### src/rtl/lite16_pkg.sv
`default_nettype none
// ============================================================================
// Module      : lite16_pkg
// Description : Shared widths and word/address types for the LITE-16 core.
// Revision    : 1.0 - initial release
// ============================================================================

package lite16_pkg;

  localparam int LITE16_DATA_W     = 16;
  localparam int LITE16_REG_ADDR_W = 3;
  localparam int LITE16_NUM_REGS   = 8;

  typedef logic [LITE16_DATA_W-1:0]     word_t;
  typedef logic [LITE16_REG_ADDR_W-1:0] reg_addr_t;

endpackage : lite16_pkg

`default_nettype wire

### src/rtl/lite16_rf_read_port.sv
`default_nettype none
// ============================================================================
// Module      : lite16_rf_read_port
// Description : One registered register-file read port: address mux, R0
//               masking, same-cycle write bypass and output register.
//               Optional feature macro: LITE16_RF_BYPASS_EN (write-first).
// Revision    : 1.0 - initial release
// ============================================================================

module lite16_rf_read_port
  import lite16_pkg::*;
#(
  parameter int DATA_W   = LITE16_DATA_W,
  parameter int NUM_REGS = LITE16_NUM_REGS,
  parameter int ADDR_W   = LITE16_REG_ADDR_W,
  parameter int ZERO_REG = 1
) (
  input  logic              clk,
  input  logic              rst,
  input  logic              re_i,
  input  logic [ADDR_W-1:0] raddr_i,
  input  logic [DATA_W-1:0] mem_i [NUM_REGS],
  input  logic              we_i,
  input  logic [ADDR_W-1:0] waddr_i,
  input  logic [DATA_W-1:0] wdata_i,
  output logic [DATA_W-1:0] rdata_o
);

`ifdef LITE16_RF_BYPASS_EN
  localparam bit c_BYPASS = 1'b1;
`else
  localparam bit c_BYPASS = 1'b0;
`endif

  logic [DATA_W-1:0] rdata_q;
  logic [DATA_W-1:0] rdata_d;
  logic              w_zero_hit;
  logic              w_bypass_hit;

  // R0 masking is checked first so a dropped R0 write can never be bypassed.
  assign w_zero_hit   = (ZERO_REG != 0) && (raddr_i == '0);
  assign w_bypass_hit = c_BYPASS && we_i && (waddr_i == raddr_i);

  always_comb begin
    rdata_d = rdata_q;
    if (re_i) begin
      if (w_zero_hit) begin
        rdata_d = '0;
      end else if (w_bypass_hit) begin
        rdata_d = wdata_i;
      end else begin
        rdata_d = mem_i[raddr_i];
      end
    end
  end

  always_ff @(posedge clk) begin
    if (!rst) begin
      rdata_q <= '0;
    end else begin
      rdata_q <= rdata_d;
    end
  end

  assign rdata_o = rdata_q;

endmodule : lite16_rf_read_port

`default_nettype wire

### src/rtl/lite16_regfile.sv
`default_nettype none
// ============================================================================
// Module      : lite16_regfile
// Description : LITE-16 architectural register file, one write port and two
//               registered read ports (1-cycle latency).
//               Optional feature macro: LITE16_RF_BYPASS_EN (write-first).
// Revision    : 1.0 - initial release
// ============================================================================

module lite16_regfile
  import lite16_pkg::*;
#(
  parameter int DATA_W   = LITE16_DATA_W,
  parameter int NUM_REGS = LITE16_NUM_REGS,
  parameter int ADDR_W   = LITE16_REG_ADDR_W,
  parameter int ZERO_REG = 1
) (
  input  logic              clk,
  input  logic              rst,
  input  logic              we,
  input  logic [ADDR_W-1:0] waddr,
  input  logic [DATA_W-1:0] wdata,
  input  logic              re_a,
  input  logic [ADDR_W-1:0] raddr_a,
  output logic [DATA_W-1:0] rdata_a,
  input  logic              re_b,
  input  logic [ADDR_W-1:0] raddr_b,
  output logic [DATA_W-1:0] rdata_b
);

  logic [DATA_W-1:0] mem_q [NUM_REGS];
  logic              w_wr_ok;

  // Writes to R0 are dropped when it is hardwired, so it stays at its reset 0.
  assign w_wr_ok = we && !((ZERO_REG != 0) && (waddr == '0));

  always_ff @(posedge clk) begin
    if (!rst) begin
      for (int i = 0; i < NUM_REGS; i++) begin
        mem_q[i] <= '0;
      end
    end else if (w_wr_ok) begin
      mem_q[waddr] <= wdata;
    end
  end

  lite16_rf_read_port #(
    .DATA_W   (DATA_W),
    .NUM_REGS (NUM_REGS),
    .ADDR_W   (ADDR_W),
    .ZERO_REG (ZERO_REG)
  ) u_port_a (
    .clk     (clk),
    .rst     (rst),
    .re_i    (re_a),
    .raddr_i (raddr_a),
    .mem_i   (mem_q),
    .we_i    (we),
    .waddr_i (waddr),
    .wdata_i (wdata),
    .rdata_o (rdata_a)
  );

  lite16_rf_read_port #(
    .DATA_W   (DATA_W),
    .NUM_REGS (NUM_REGS),
    .ADDR_W   (ADDR_W),
    .ZERO_REG (ZERO_REG)
  ) u_port_b (
    .clk     (clk),
    .rst     (rst),
    .re_i    (re_b),
    .raddr_i (raddr_b),
    .mem_i   (mem_q),
    .we_i    (we),
    .waddr_i (waddr),
    .wdata_i (wdata),
    .rdata_o (rdata_b)
  );

endmodule : lite16_regfile

`default_nettype wire

### config.mk
export PLATFORM = sky130hd
export DESIGN_NAME = lite16_regfile
export DESIGN_NICKNAME = d
export VERILOG_FILES = /design/src/rtl/lite16_pkg.sv /design/src/rtl/lite16_rf_read_port.sv /design/src/rtl/lite16_regfile.sv
export SDC_FILE = /design/constraint.sdc
export NUM_CORES = 1
export LEC_CHECK = 0
export CAP_MARGIN = 5
export CORE_ASPECT_RATIO = 0.9
export CORE_MARGIN = 1
export CORE_UTILIZATION = 38
export DETAILED_ROUTE_END_ITERATION = 8
export PLACE_DENSITY_LB_ADDON = 0.05
export SYNTH_ARGS = -nofsm -noshare
export SYNTH_HDL_FRONTEND = slang
export SYNTH_SLANG_ARGS = --single-unit
export TNS_END_PERCENT = 50
### constraint.sdc
create_clock -name clk -period 1.5 [get_ports clk]
set_clock_uncertainty 0.05 [all_clocks]
set_input_delay 0.3 -clock clk [delete_from_list [all_inputs] [get_ports clk]]
set_output_delay 0.3 -clock clk [all_outputs]
set_load 0.005 [all_outputs]
# [Word level (Yosys, flattened, before mapping)]
# Cells that the tools add are included.
[op_classes] n_lt_le_gt_ge=4 muxes=11 bitwise=3 n_reduce_logical=6
[op_table] cell="$bwmux 128" count=1
[op_table] cell="$mux 16" count=7
[op_table] cell="$bmux 16 s3" count=2
[op_table] cell="$demux 16 s3" count=1
[op_table] cell="$ge 4x4->1 const B" count=3
[op_table] cell="$not 3->4" count=3
[op_table] cell="$logic_not 3->1" count=3
[op_table] cell="$lt 4x1->1 const B" count=1
[op_table] cell="$logic_and 1x1->1" count=2
[op_table] cell="$logic_not 1->1" count=1
[totals] out_inout_bits=32 inputBits=30 wordCells=34 ff_bits=160

# [Logic depth before layout (Yosys ltp)]
# Gate-level depths: netlist of run 1.
[depth] ltp_word=6 depth_mapped=7 depth_no_buf=4

# [By module]
# A second synthesis of run 1 with hierarchy kept.
[hier_totals] hier_cells=716 hier_area_um2=7462.2
[by_module_without_submodules] mod="lite16_regfile" instances=1 seq_area_each_um2=2562.5 area_each_um2=4521.8 cells_each=420
[by_module_without_submodules] mod="lite16_rf_read_port" instances=2 seq_area_each_um2=320.3 area_each_um2=1470.2 cells_each=148

# [Worst setup path after synthesis of run 1]
# No wires, ideal clock.
[synth_timing] path_kind="in2reg" startpoint="input raddr_b[0]" endpoint="register u_port_b.rdata_q[10], in the netlist u_port_b.rdata_o[10]" stages=6 path_slack_ns=0.047 setup_ns=0.119 t_required_ns=1.331 path_buffers=2 arrival_ns=1.284 path_cell_list="buf_6 -> buf_8 -> mux2_4 -> a22oi_1 -> nor2_1 -> o221a_2"
[synth_via] elab_chain_len=5 elab_cells_between_ends=6 cone_classes="mux: 4; bitwise: 1; reduce/logical: 1"
[synth_lines] element="from (decl)" line_no="lite16_regfile.sv:27" source="input logic [ADDR_W-1:0] raddr_b,"
[synth_lines] element="$not 3->4 (not written as such)" line_no="lite16_rf_read_port.sv:52" source="rdata_d = mem_i[raddr_i];"
[synth_lines] element="$bmux 16 s3" line_no="lite16_rf_read_port.sv:52"
[synth_lines] element="$mux 16 (not written as such) (2 in series)" line_no="lite16_rf_read_port.sv:52"
[synth_lines] element="$mux 16 (*)" line_no="lite16_rf_read_port.sv:47" source="if (w_zero_hit) begin"
[synth_lines] element="to (signal assigned)" line_no="lite16_rf_read_port.sv:61" source="rdata_q <= rdata_d;"
[synth_lines] element="to (decl)" line_no="lite16_rf_read_port.sv:35" source="logic [DATA_W-1:0] rdata_q;"
# Mark *: on every way between the ends. The rest lies on a longest branch, timed or not. The select of a mux whose other input is x is not followed.
# A chain may end at the register's enable or synchronous reset.

# [Final worst setup path of run 1]
[layout_timing] startpoint="input raddr_a[1]" endpoint="register u_port_a.rdata_q[4], in the netlist u_port_a.rdata_o[4]"
[layout_via] elab_chain_len=5 elab_cells_between_ends=6 cone_classes="mux: 4; bitwise: 1; reduce/logical: 1"
[layout_lines] element="from (decl)" line_no="lite16_regfile.sv:24" source="input logic [ADDR_W-1:0] raddr_a,"
[layout_lines] element="$not 3->4 (not written as such)" line_no="lite16_rf_read_port.sv:52"
[layout_lines] element="$bmux 16 s3" line_no="lite16_rf_read_port.sv:52"
[layout_lines] element="$mux 16 (not written as such) (2 in series)" line_no="lite16_rf_read_port.sv:52"
[layout_lines] element="$mux 16 (*)" line_no="lite16_rf_read_port.sv:47"
[layout_lines] element="to (signal assigned)" line_no="lite16_rf_read_port.sv:61"
[layout_lines] element="to (decl)" line_no="lite16_rf_read_port.sv:35"
# Marks and branches as above.

==> results of run 1 <==
[critical path, stage by stage]
cell             delay, ns
clkdlybuf4s50_1       0.50
buf_12                0.14
buf_4                 0.12
nand2_1               0.07
buf_4                 0.18
o221ai_1              0.24
o221a_2               0.22
[repair_timing]
item	4_1_cts	5_1_grt
resized for setup	49	11
endpoints found under the setup margin	39	26
setup buffers	0	2
hold endpoints to repair	0	0
[cells in the final DEF, fill, tap and decap left out, types with 9 or more instances in the layout]
cell type and count:
dfxtp_1 130, nor2_1 25, buf_12 27, a21boi_0 58
clkdlybuf4s50_1 23, nor2b_1 11, a22oi_1 20, mux2_2 23
buf_4 57, dfxtp_2 13, mux2i_1 59, o221ai_1 21
dlygate4sd2_1 32, a21boi_1 54, a221oi_1 9, clkbuf_16 17
o221a_2 21, nand2_1 231
[logic make-up after synthesis]
kind of cell,Yosys count
muxes,92
and+or+nand+nor,294
buffers and inverters,66
DFF,144
AOI/OAI and AO/OA,206
[routing by layer]
metal / GRT usage, % / share of wire (%)
met2: 44.9 / 50
met3: 5.76 / 5.4
met4: 8.99 / 2.2
met1: 33.2 / 43
met5: 0 / 0
[registers in the layout (all words and copies together) (netlist names)]
name,flops
mem_q,112
u_port_a.rdata_o,16
u_port_b.rdata_o,16
[area by class of cell]
type	count	area (um2)	area share (%)
Timing Repair Buffer	144	1530	16.3
Sequential cell	144	2900	30.9
Clock inverter	10	184	1.96
Tap cell	245	307	3.27
Multi-Input combinational cell	592	4000	42.7
Clock buffer	21	460	4.91
[metrics by stage]
step | instances | hold WS [ns]
after floorplan | 802 | 0.385
after global placement | 1123 | 0.400
after detailed placement | 1123 | 0.412
after CTS | 1154 | 0.248
after global routing | 1156 | 0.251
final | 1156 | 0.257
[power breakdown]
part | total [W] | internal (W) | leakage, nW | switching (W)
Sequential | 0.00402 | 0.00394 | 1.17 | 0.0000841
Clock | 0.00466 | 0.00303 | 0.309 | 0.00163
Combinational | 0.00115 | 0.000549 | 2.15 | 0.000601
[final timing paths]
kind,from,to,slack [ns],cells after the start
setup reg to reg,mem_q[110],u_port_a.rdata_o[14],0.15,4
hold reg to reg,mem_q[105],mem_q[105],0.42,2
setup / recovery,raddr_a[1],u_port_a.rdata_o[4],0.03,7
hold / removal,rst,u_port_b.rdata_o[15],0.26,3
==> impl_summary.md, run 1 <==
Outcome
The run finished with clean final reports.

Cells and area
The number of antenna cells inserted is 0. The number of inserted filler cells in the final layout is 1749. Relative to the synthesized area, the layout overhead comes to 30.3%.

Once layout is done, the placed cells without fillers occupy 9380 um2. The post-route netlist has 22.3% of its cells at a drive strength greater than 1. At the end of the flow, the number of nets in the layout was 929. The utilization after layout is 50.8%.

Logic synthesis
Summing the areas of all xor and xnor instances in the mapped netlist gives 0% of the synthesized area. The number of warnings issued by yosys is 0. The area share of the leading cell type in the synthesized netlist is 40.0%. The largest family of logic cells by synthesized area is compound AO/OA/AOI/OAI gates.

By instance count, the leading cell after synthesis is nand2_1. Summing the areas of all fa, ha and maj instances in the mapped netlist gives 0% of the synthesized area. The synthesis-stage register bit count is 144. After synthesis, the netlist uses 41 different library cells.

The mapped netlist covers 7200 um2. The cell taking the most area after synthesis is dfxtp_1. The most instantiated flip-flop cell in the synthesis netlist is dfxtp_1.

By count the netlist is led by nand2_1 (231), dfxtp_1 (144), mux2i_1 (59). The synthesized netlist devotes 17.3% of its cell area to simple gates. Summing the areas of all compound-gate instances in the mapped netlist gives 23.1% of the synthesized area. For this run, asynchronously set or reset flops after synthesis account for 0%. The number of instances in the synthesized netlist is 802.

The proportion of synthesized area in mux cells is 14.3%. The total nets after synthesis is 832. A synthesized cell averages 8.98 um2.

After synthesis, the cell types taking the most area are dfxtp_1 (40%), nand2_1 (12%), mux2i_1 (8.2%). In this run, synthesis inferred 0 flip-flops with an integrated enable. After synthesis, flip-flops and latches occupy 40.0% of the total area.

Pwr
The power density normalized to cell area is 1050 nW/um2. The static leakage power is 3.63 nW. The total power is 0.00983 W. The worst voltage drop across the vdd grid is 0.704 mV.

Place
At the end of routability-driven placement, the weighted congestion stood at 0.855. Detailed placement finished with a half-perimeter wire length of 16800 um. Port buffering added 61 buffers. The placed instances occupy a cell area of 8680 um2. At the placement stage, the worst setup path has a slack of -0.463 ns.

CTS
The sink count of the clock tree is 144. TritonCTS built the clock tree. The tree is rooted in a clkbuf_16.

For the worst-skew pair, the clock arrives at the later sink with an insertion delay of 0.43 ns. The clock passes through at most 2 buffers. The post-cts hold buffer count is 0. The deepest level of the CTS H-tree is 4. Buffers inserted during clock tree synthesis total 17. The clock edge transition at the registers on the reported setup and hold paths is 0.06 ns.

Critical path
The category of the most critical setup path is input pin to flop. The critical-path maximum fanout is 10. Data on the critical path arrives at its endpoint at 1.79 ns. The worst setup path is captured at a flop. The required time of the critical path is 1.82 ns. The kind of start point of the critical path is an input pin.

GRT
In the global route stage, overall resource usage came out at 26.5%. The number of antenna violations at the first check in global routing is 0. Entering global routing, the biggest net connects 69 pins. The number of global-route vias before repair is 6506. The overall overflow remaining after global route is 0.

The first-pass GRT wire length is 38400 um.

Drt
In the final routed layout, each cell accounts on average for 21.8 um. The routed wire length is 25200 um. The final route contains 6478 vias.

The post-detailed-route via-to-cell ratio is 5.60. The DRC violation count after routing is 0. The first TritonRoute pass finished after 5 iterations. The remaining antenna violation count after routing is 0. The number of DRC markers in iteration 0 is 504.

Timing
For the final routed database, the setup TNS stands at 0 ns. The count of pins over their slew limit came to 0. The count of final hold-check violations is 0. Setup repair after global routing could not meet its margin everywhere. The worst pin sits at a relative slew slack of 73.9%. Dividing the final minimum period by the clock period gives 98.1%.

The setup slack of the critical path after layout is 0.0286 ns. The slew at the pin with the worst max-slew slack is 0.391 ns. The setup violation total in the final timing report is 0. The maximum operating frequency is 680 MHz. The worst path in the final design needs a cycle of 1.47 ns, including I/O delays and setup.

Die
The die covers 19500 um2. The die extent in x is 147 um. After floorplanning, the core was sized to cover 18500 um2. The initial utilization of the core area, before any placement, comes to 39.0%. The die is 133 um tall.

The I/O pin total is 62. The row count is 47.

Worst hold path
The min-delay analysis places its worst path in the category input pin to flop.

Flow run
The max capacitance violation total is 0.
Power figures use the tool's default switching activity.
==> run 2: changes to the inputs <==
GPL_TIMING_DRIVEN = 0   (was not set)
==> run 2 against run 1 <==
Clock power shrank 15%. Cell area decreased by 4.2%. Critical path depth shrank 1. Setup slack better by 0.0067 ns. Via count grew 1.3%. Cell count down 0.95%. Sequential share of layout area is 1.3 points higher. Flip-flop and latch count did not move.
==> impl_summary.md, run 2 (synthesis results as in run 1) <==
Drt
The routed layout has 6559 vias. The average wire length per cell after detail routing is 23.5 um. The detailed router finished its first iteration with 437 violations. The routed wire length is 26900 um. The post-detailed-route via-to-cell ratio is 5.73. The count of nets left with antenna violations once routing finished came out at 0. The first TritonRoute pass finished after 5 iterations.

In the routed design, unresolved DRC markers number 0.

CTS
The clock passes through at most 2 buffers. The number of clock buffers added by TritonCTS is 17. The clock drives 144 sinks. The TritonCTS clock tree is yes. Clock latency on the worst-skew pair, taken at its later pin, is 0.43 ns. The deepest level of the CTS H-tree is 4. Clock-pin slew was measured on the worst setup and hold paths at 0.06 ns. The post-cts hold buffer count is 0. The clock root buffer is clkbuf_16.

Cells and area
The register with the most flip-flops in the layout has 112 of them. After routing the design area is 8990 um2. Compared with the post-synthesis result, the final layout area differs by 24.7%. Summing all multi-input logic gate instances after layout gives 4150 um2. The final layout contains 920 nets. The number of antenna diodes in the final layout is 0. The most common cell after layout, fill and taps aside is nand2_1. mem_q holds more flip-flops than any other register. The number of inserted filler cells in the final layout is 1820. The share of post-route cells with drive strength above 1 is 21.0%.

The library cells used most frequently in the layout, excluding fill and tap cells, are nand2_1 (228), dfxtp_1 (136), a21boi_0 (58). The combined flip-flop and latch cell area is 2890 um2.

Critical path
The critical path arrival is 1.78 ns. The source of the critical timing path is raddr_a[1]. The critical path in this run is classified as input pin to flop.

The critical-path maximum fanout is 10. The launching point of the worst reg2reg path is mem_q[105]. The required time of the critical path is 1.82 ns.

For this design, the slowest cell found on the critical path is a221oi_2. The largest single stage delay on the critical path is 0.41 ns. The critical path goes through dlygate4sd2_1 > buf_4 > and2_0 > clkbuf_2 > a221oi_2 > a22o_1. The kind of end point of the critical path is a flop.

STA classifies the critical path startpoint as an input pin.

Flow run
Max-cap violations in this run came to 0.

Die
The die extent in x is 147 um. The core region area is 18500 um2. The die is 133 um tall. In this run the count of I/O pins placed on the die edge is 62. For this configuration, the core starts out at a cell density of 39.0%.

The floorplan has 47 rows. The overall die area is 19500 um2.

Timing
For the finished layout, the period the worst path requires is 1.46 ns. Setup repair after global routing left no endpoint under its margin. Based on the critical path, the design can be clocked at up to 683 MHz. Hold timing on the final database bottoms out at a slack of 0.313 ns. The total negative setup slack is 0 ns.

The setup violation total in the final timing report is 0. The count of pins over their slew limit came to 0. The count of final hold-check violations is 0.

The worst pin sits at a relative slew slack of 50.7%. The period utilization is 97.6%. At the pin with the least slew margin, the transition time is 0.740 ns.

Pwr
The switching fraction of total power is 26.6%. Summed over all cells, the static leakage comes to 3.39 nW. For this design the ratio of total power to cell area is 1010 nW/um2. The switching power summed over all nets is 0.00242 W. The internal power component is 0.00668 W. The clock group share of total power is 43.4%. The worst voltage drop across the vdd grid is 0.688 mV. Sequential cells account for 44.1% of the total power. Total power for the finished layout comes to 0.00910 W. The combinational share of power is 12.6%.

Outcome
The run finished with clean final reports.

GRT
The first global-routing pass estimated 40400 um of wire. Across every metal layer, demand over resource in global routing totals 28.3%. The pin count of the biggest net entering global routing is 17. The number of global-route vias before repair was 6527.

The number of antenna violations at the first check in global routing is 0. For this run the aggregate overflow at the end of global routing stands at 0.

Worst hold path
The worst hold path begins at waddr[1]. The type of the worst min-delay path is input pin to flop.

Place
The number of buffers added on ports is 55. After detailed placement, the total cell area comes to 8060 um2. The global placer's final weighted congestion is 0.842. Detailed placement ended at an HPWL of 18600 um.
==> run 2: layer usage <==
metal | part of all wire (%) | up-vias | global-route usage [%]
met5 | 0 | - | 0
met4 | 3.4 | 0 | 12.4
met2 | 46 | 228 | 45.3
met1 | 45 | 3262 | 37.0
met3 | 5.6 | 50 | 5.28
li1 | - | 3019 | -
==> run 2: power by group through the flow <==
| stage | Sequential (W) | Clock, W | Combinational (W) |
|---|---|---|---|
| after floorplan | 0.00407 | 0 | 0.000560 |
| after global placement | 0.00409 | 0 | 0.00103 |
| after detailed placement | 0.00409 | 0 | 0.00104 |
| after CTS | 0.00401 | 0.00395 | 0.00113 |
| after global routing | 0.00402 | 0.00412 | 0.00120 |
| final | 0.00401 | 0.00395 | 0.00114 |
==> run 2: timing repair <==
action,CTS,global route
gates resized for setup,101,9
endpoints found under the setup margin,148,30
gates cloned,2,0
pin swaps,5,3
setup buffers,12,1
==> run 2: cell type report <==
cell class                      instances  share of cell area, %
Clock buffer                           20                   4.97
Tap cell                              245                   3.41
Multi-Input combinational cell        592                   46.2
Clock inverter                          9                  0.780
Buffer                                 65                   4.94
Sequential cell                       144                   32.2
Timing Repair Buffer                   70                   7.50
==> run 2: metrics by stage <==
step                cells  utilization [%]  setup WS [ns]
CTS                  1144             48.6         -0.130
detailed placement   1102             43.7          -1.03
global route         1145             48.7        0.00246
finish               1145             48.7         0.0354
global placement     1102             43.7         -0.976
floorplan             802                -         0.0473
==> run 2: path summary, 6_finish.rpt <==
check,to,slack (ns),cells past startpoint
hold / removal,mem_q[49],0.31,4
setup / recovery,u_port_a.rdata_o[2],0.04,6
setup reg to reg,u_port_a.rdata_o[9],0.06,4
hold reg to reg,mem_q[30],0.42,2
==> run 2: worst max-delay path, delay by kind of cell <==
kind,cells,cell delay (ns)
buffers and inverters,3,0.74
AO/OA/AOI/OAI,2,0.59
AND/OR/NAND/NOR,1,0.15
==> run 3: changes to the inputs <==
CTS_BUF_LIST = sky130_fd_sc_hd__clkbuf_8   (was not set)
==> run 3 against run 2 <==
Non-clock buffer count down 5. Global-route usage is 0.39 points lower. Die area did not move. Core utilization is 2.0 points lower. Maximum frequency fell by 0.71%. Total power down 13%. Sequential share of layout area grew 1.5 points. Sequential power barely moved. Clock power shrank 29%. Via count shrank 0.27%. Critical path type unchanged. Highest routed layer unchanged.
==> impl_summary.md, run 3 (synthesis results as in run 1) <==
Drt
The post-detailed-route via-to-cell ratio is 5.74. The remaining antenna violation count after routing is 0. The final layout contains routed wiring with a total length of 26600 um.

The first detailed-routing pass took 5 iterations. The average wire length per cell after detail routing is 23.4 um. In this run, the number of DRC markers left after iteration 0 of detailed routing was 450. The overall via count from detail_route is 6541. After detailed routing, the number of remaining DRC violations is 0.

Cells and area
The flip-flop count of the largest register after layout is 112. The number of antenna cells inserted is 0. Counting flops per register, the top entry is mem_q. The library cells used most frequently in the layout, excluding fill and tap cells, are nand2_1 (228), dfxtp_1 (126), mux2i_1 (59).

For this run, the number of standard cells in the final layout without fillers is 1140. The area added between synthesis and finish is 19.6%. The share of post-route cells with drive strength above 1 is 20.6%. In the final design database the tool counted 915 nets.

Once layout is done, the placed cells without fillers occupy 8610 um2. The utilization after layout is 46.7%. The most common cell after layout, fill and taps aside is nand2_1. The number of inserted filler cells in the final layout is 1852.

Critical path
The launching point of the worst reg2reg path is mem_q[46]. The depth of the worst register-to-register path is 4. The required time of the critical path is 1.80 ns.

The kind of end point of the critical path is a flop. Setup slack on the worst reg-to-reg path comes out at 0.05 ns. The worst reg2reg path endpoint is u_port_a.rdata_o[14]. In this run the worst path has a maximum fanout of 10.

Data on the critical path arrives at its endpoint at 1.78 ns. STA classifies the critical path startpoint as an input pin. The critical path is of the input pin to flop type.

Die
The die height is 133 um. The overall die area is 19500 um2. The row count is 47. The initial core utilization is 39.0%.

The I/O pin total is 62. The floorplan step defined a core boundary enclosing 18500 um2. The die is 147 um wide.

Pwr
The worst voltage drop across the vdd grid is 0.485 mV. The switching power summed over all nets is 0.00224 W. Per report_power, the clock group accounts for 35.4% of the total.

Registers are responsible for 50.8% of the overall power. The switching fraction of total power is 28.3%. The power density normalized to cell area is 916 nW/um2. In this run the static leakage power is 3.25 nW. The internal power component is 0.00566 W. The combinational share of power is 13.7%.

CTS
The TritonCTS buffer count is 17. The TritonCTS clock tree is yes. In this run the deepest clock path goes through 2 buffers. The root buffer cell chosen for the clock tree is clkbuf_8.

The clock edge transition at the registers on the reported setup and hold paths is 0.08 ns. The deepest level of the CTS H-tree is 4. The sink count of the clock tree is 144.

The later pin in the worst-skew pair is clocked with a latency of 0.46 ns.

Timing
The setup violation total in the final timing report is 0. The final critical path takes up 98.3% of the cycle. The slew at the pin with the worst max-slew slack is 0.761 ns. In this run the tightest slew margin relative to its limit is 49.2%.

The setup slack of the critical path after layout is 0.0249 ns. Setup repair after global routing could not meet its margin everywhere. The maximum operating frequency is 678 MHz. The clock period minus final worst setup slack is 1.48 ns.

The count of pins over their slew limit is 0. The count of final hold-check violations is 0.

GRT
The overall overflow remaining after global route is 0. The total global routing track utilization is 27.9%. The first global-routing pass estimated 39800 um of wire. The number of antenna violations at the first check in global routing came to 0. Entering global routing, the biggest net connects 17 pins.

The number of global-route vias before repair is 6513.

Flow run
The max capacitance violation total is 0.

Outcome
The flow ran to the end, and the final reports show no timing, DRC or antenna violations.

Place
The count of placed standard cells including taps is 1102. The global placer's final weighted congestion is 0.842. The number of buffers added on ports is 55. The placed cell area is 8060 um2.

Prior to clock tree synthesis, the placed netlist has a worst setup slack of -1.03 ns. Detailed placement ended at an HPWL of 18600 um.

Worst hold path
In this run the most critical hold path is launched from waddr[1]. The type of the worst min-delay path is input pin to flop. Along the worst hold path, the cell count comes to 4. The endpoint of the worst hold path is mem_q[48].
[run 3: cell types whose count changed in the layout (fill, tap and decap cells not counted), sizes merged]
cell	before	now
buf	51	47
bufbuf	2	0
dlygate4sd2	35	36
clkbuf	49	47
inv	0	2
[run 3: worst max-delay path, stage by stage]
cell and delay [ns]:
dlygate4sd2_1 0.36, buf_4 0.27, nor2b_2 0.41, a221oi_1 0.22, a22o_1 0.21
[run 3: worst max path at each step]
stage                                 endpoint                  from  cells past startpoint  slack [ns]
after floorplan           u_port_b.rdata_o[10]            raddr_b[0]                      6        0.05
after global placement     u_port_a.rdata_o[4]                  re_a                      4       -0.98
after detailed placement   u_port_a.rdata_o[6]                  re_a                      4       -1.03
after CTS                          rdata_b[10]  u_port_b.rdata_o[10]                      1       -0.16
after global routing      u_port_a.rdata_o[14]            raddr_a[1]                      5      -0.001
final                     u_port_a.rdata_o[14]            raddr_a[1]                      5        0.02
[run 3: timing repair]
item / in CTS / in global routing
hold buffers: 0 / 0
buffers inserted: 9 / 1
cloned: 0 / 0
endpoints found under the hold margin: 0 / 0
pin swaps: 7 / 0
gates resized for setup: 95 / 8
endpoints found under the setup margin: 135 / 20
[run 3: per-stage QoR]
| stage | setup TNS, ns | hold slack (ns) | power (W) |
|---|---|---|---|
| finish | 0 | 0.272 | 0.00789 |
| global route | -0.00117 | 0.303 | 0.00815 |
| CTS | -0.161 | 0.263 | 0.00790 |
| detailed placement | -89.39 | 0.409 | 0.00514 |
| global placement | -84.32 | 0.402 | 0.00512 |
| floorplan | 0 | 0.385 | 0.00463 |
[run 3: per-layer routing]
| metal | GRT usage (%) | part of all wire, % | routed length [um] |
|---|---|---|---|
| met2 | 44.2 | 45 | 12000 |
| met5 | 0 | 0 | 0 |
| met3 | 5.45 | 6.0 | 1600 |
| met1 | 36.7 | 45 | 11900 |
| met4 | 12.5 | 4.1 | 1090 |
[run 3: final cells by class]
type,count,area [um2],area share [%]
buffer,65,437,5.07
clock buffer,18,248,2.88
clock inverter,11,77.6,0.901
multi-input combinational,592,4060,47.1
sequential,144,2910,33.7
tap,245,307,3.56
timing repair buffer,65,582,6.75
[run 3: power groups by stage]
| stage | sequential [W] | combinational, W | clock, W |
|---|---|---|---|
| 2_1_floorplan | 0.00407 | 0.000560 | 0 |
| 3_3_place_gp | 0.00409 | 0.00103 | 0 |
| 3_5_place_dp | 0.00409 | 0.00104 | 0 |
| 4_1_cts | 0.00401 | 0.00107 | 0.00282 |
| 5_1_grt | 0.00402 | 0.00114 | 0.00299 |
| 6_report | 0.00401 | 0.00108 | 0.00280 |
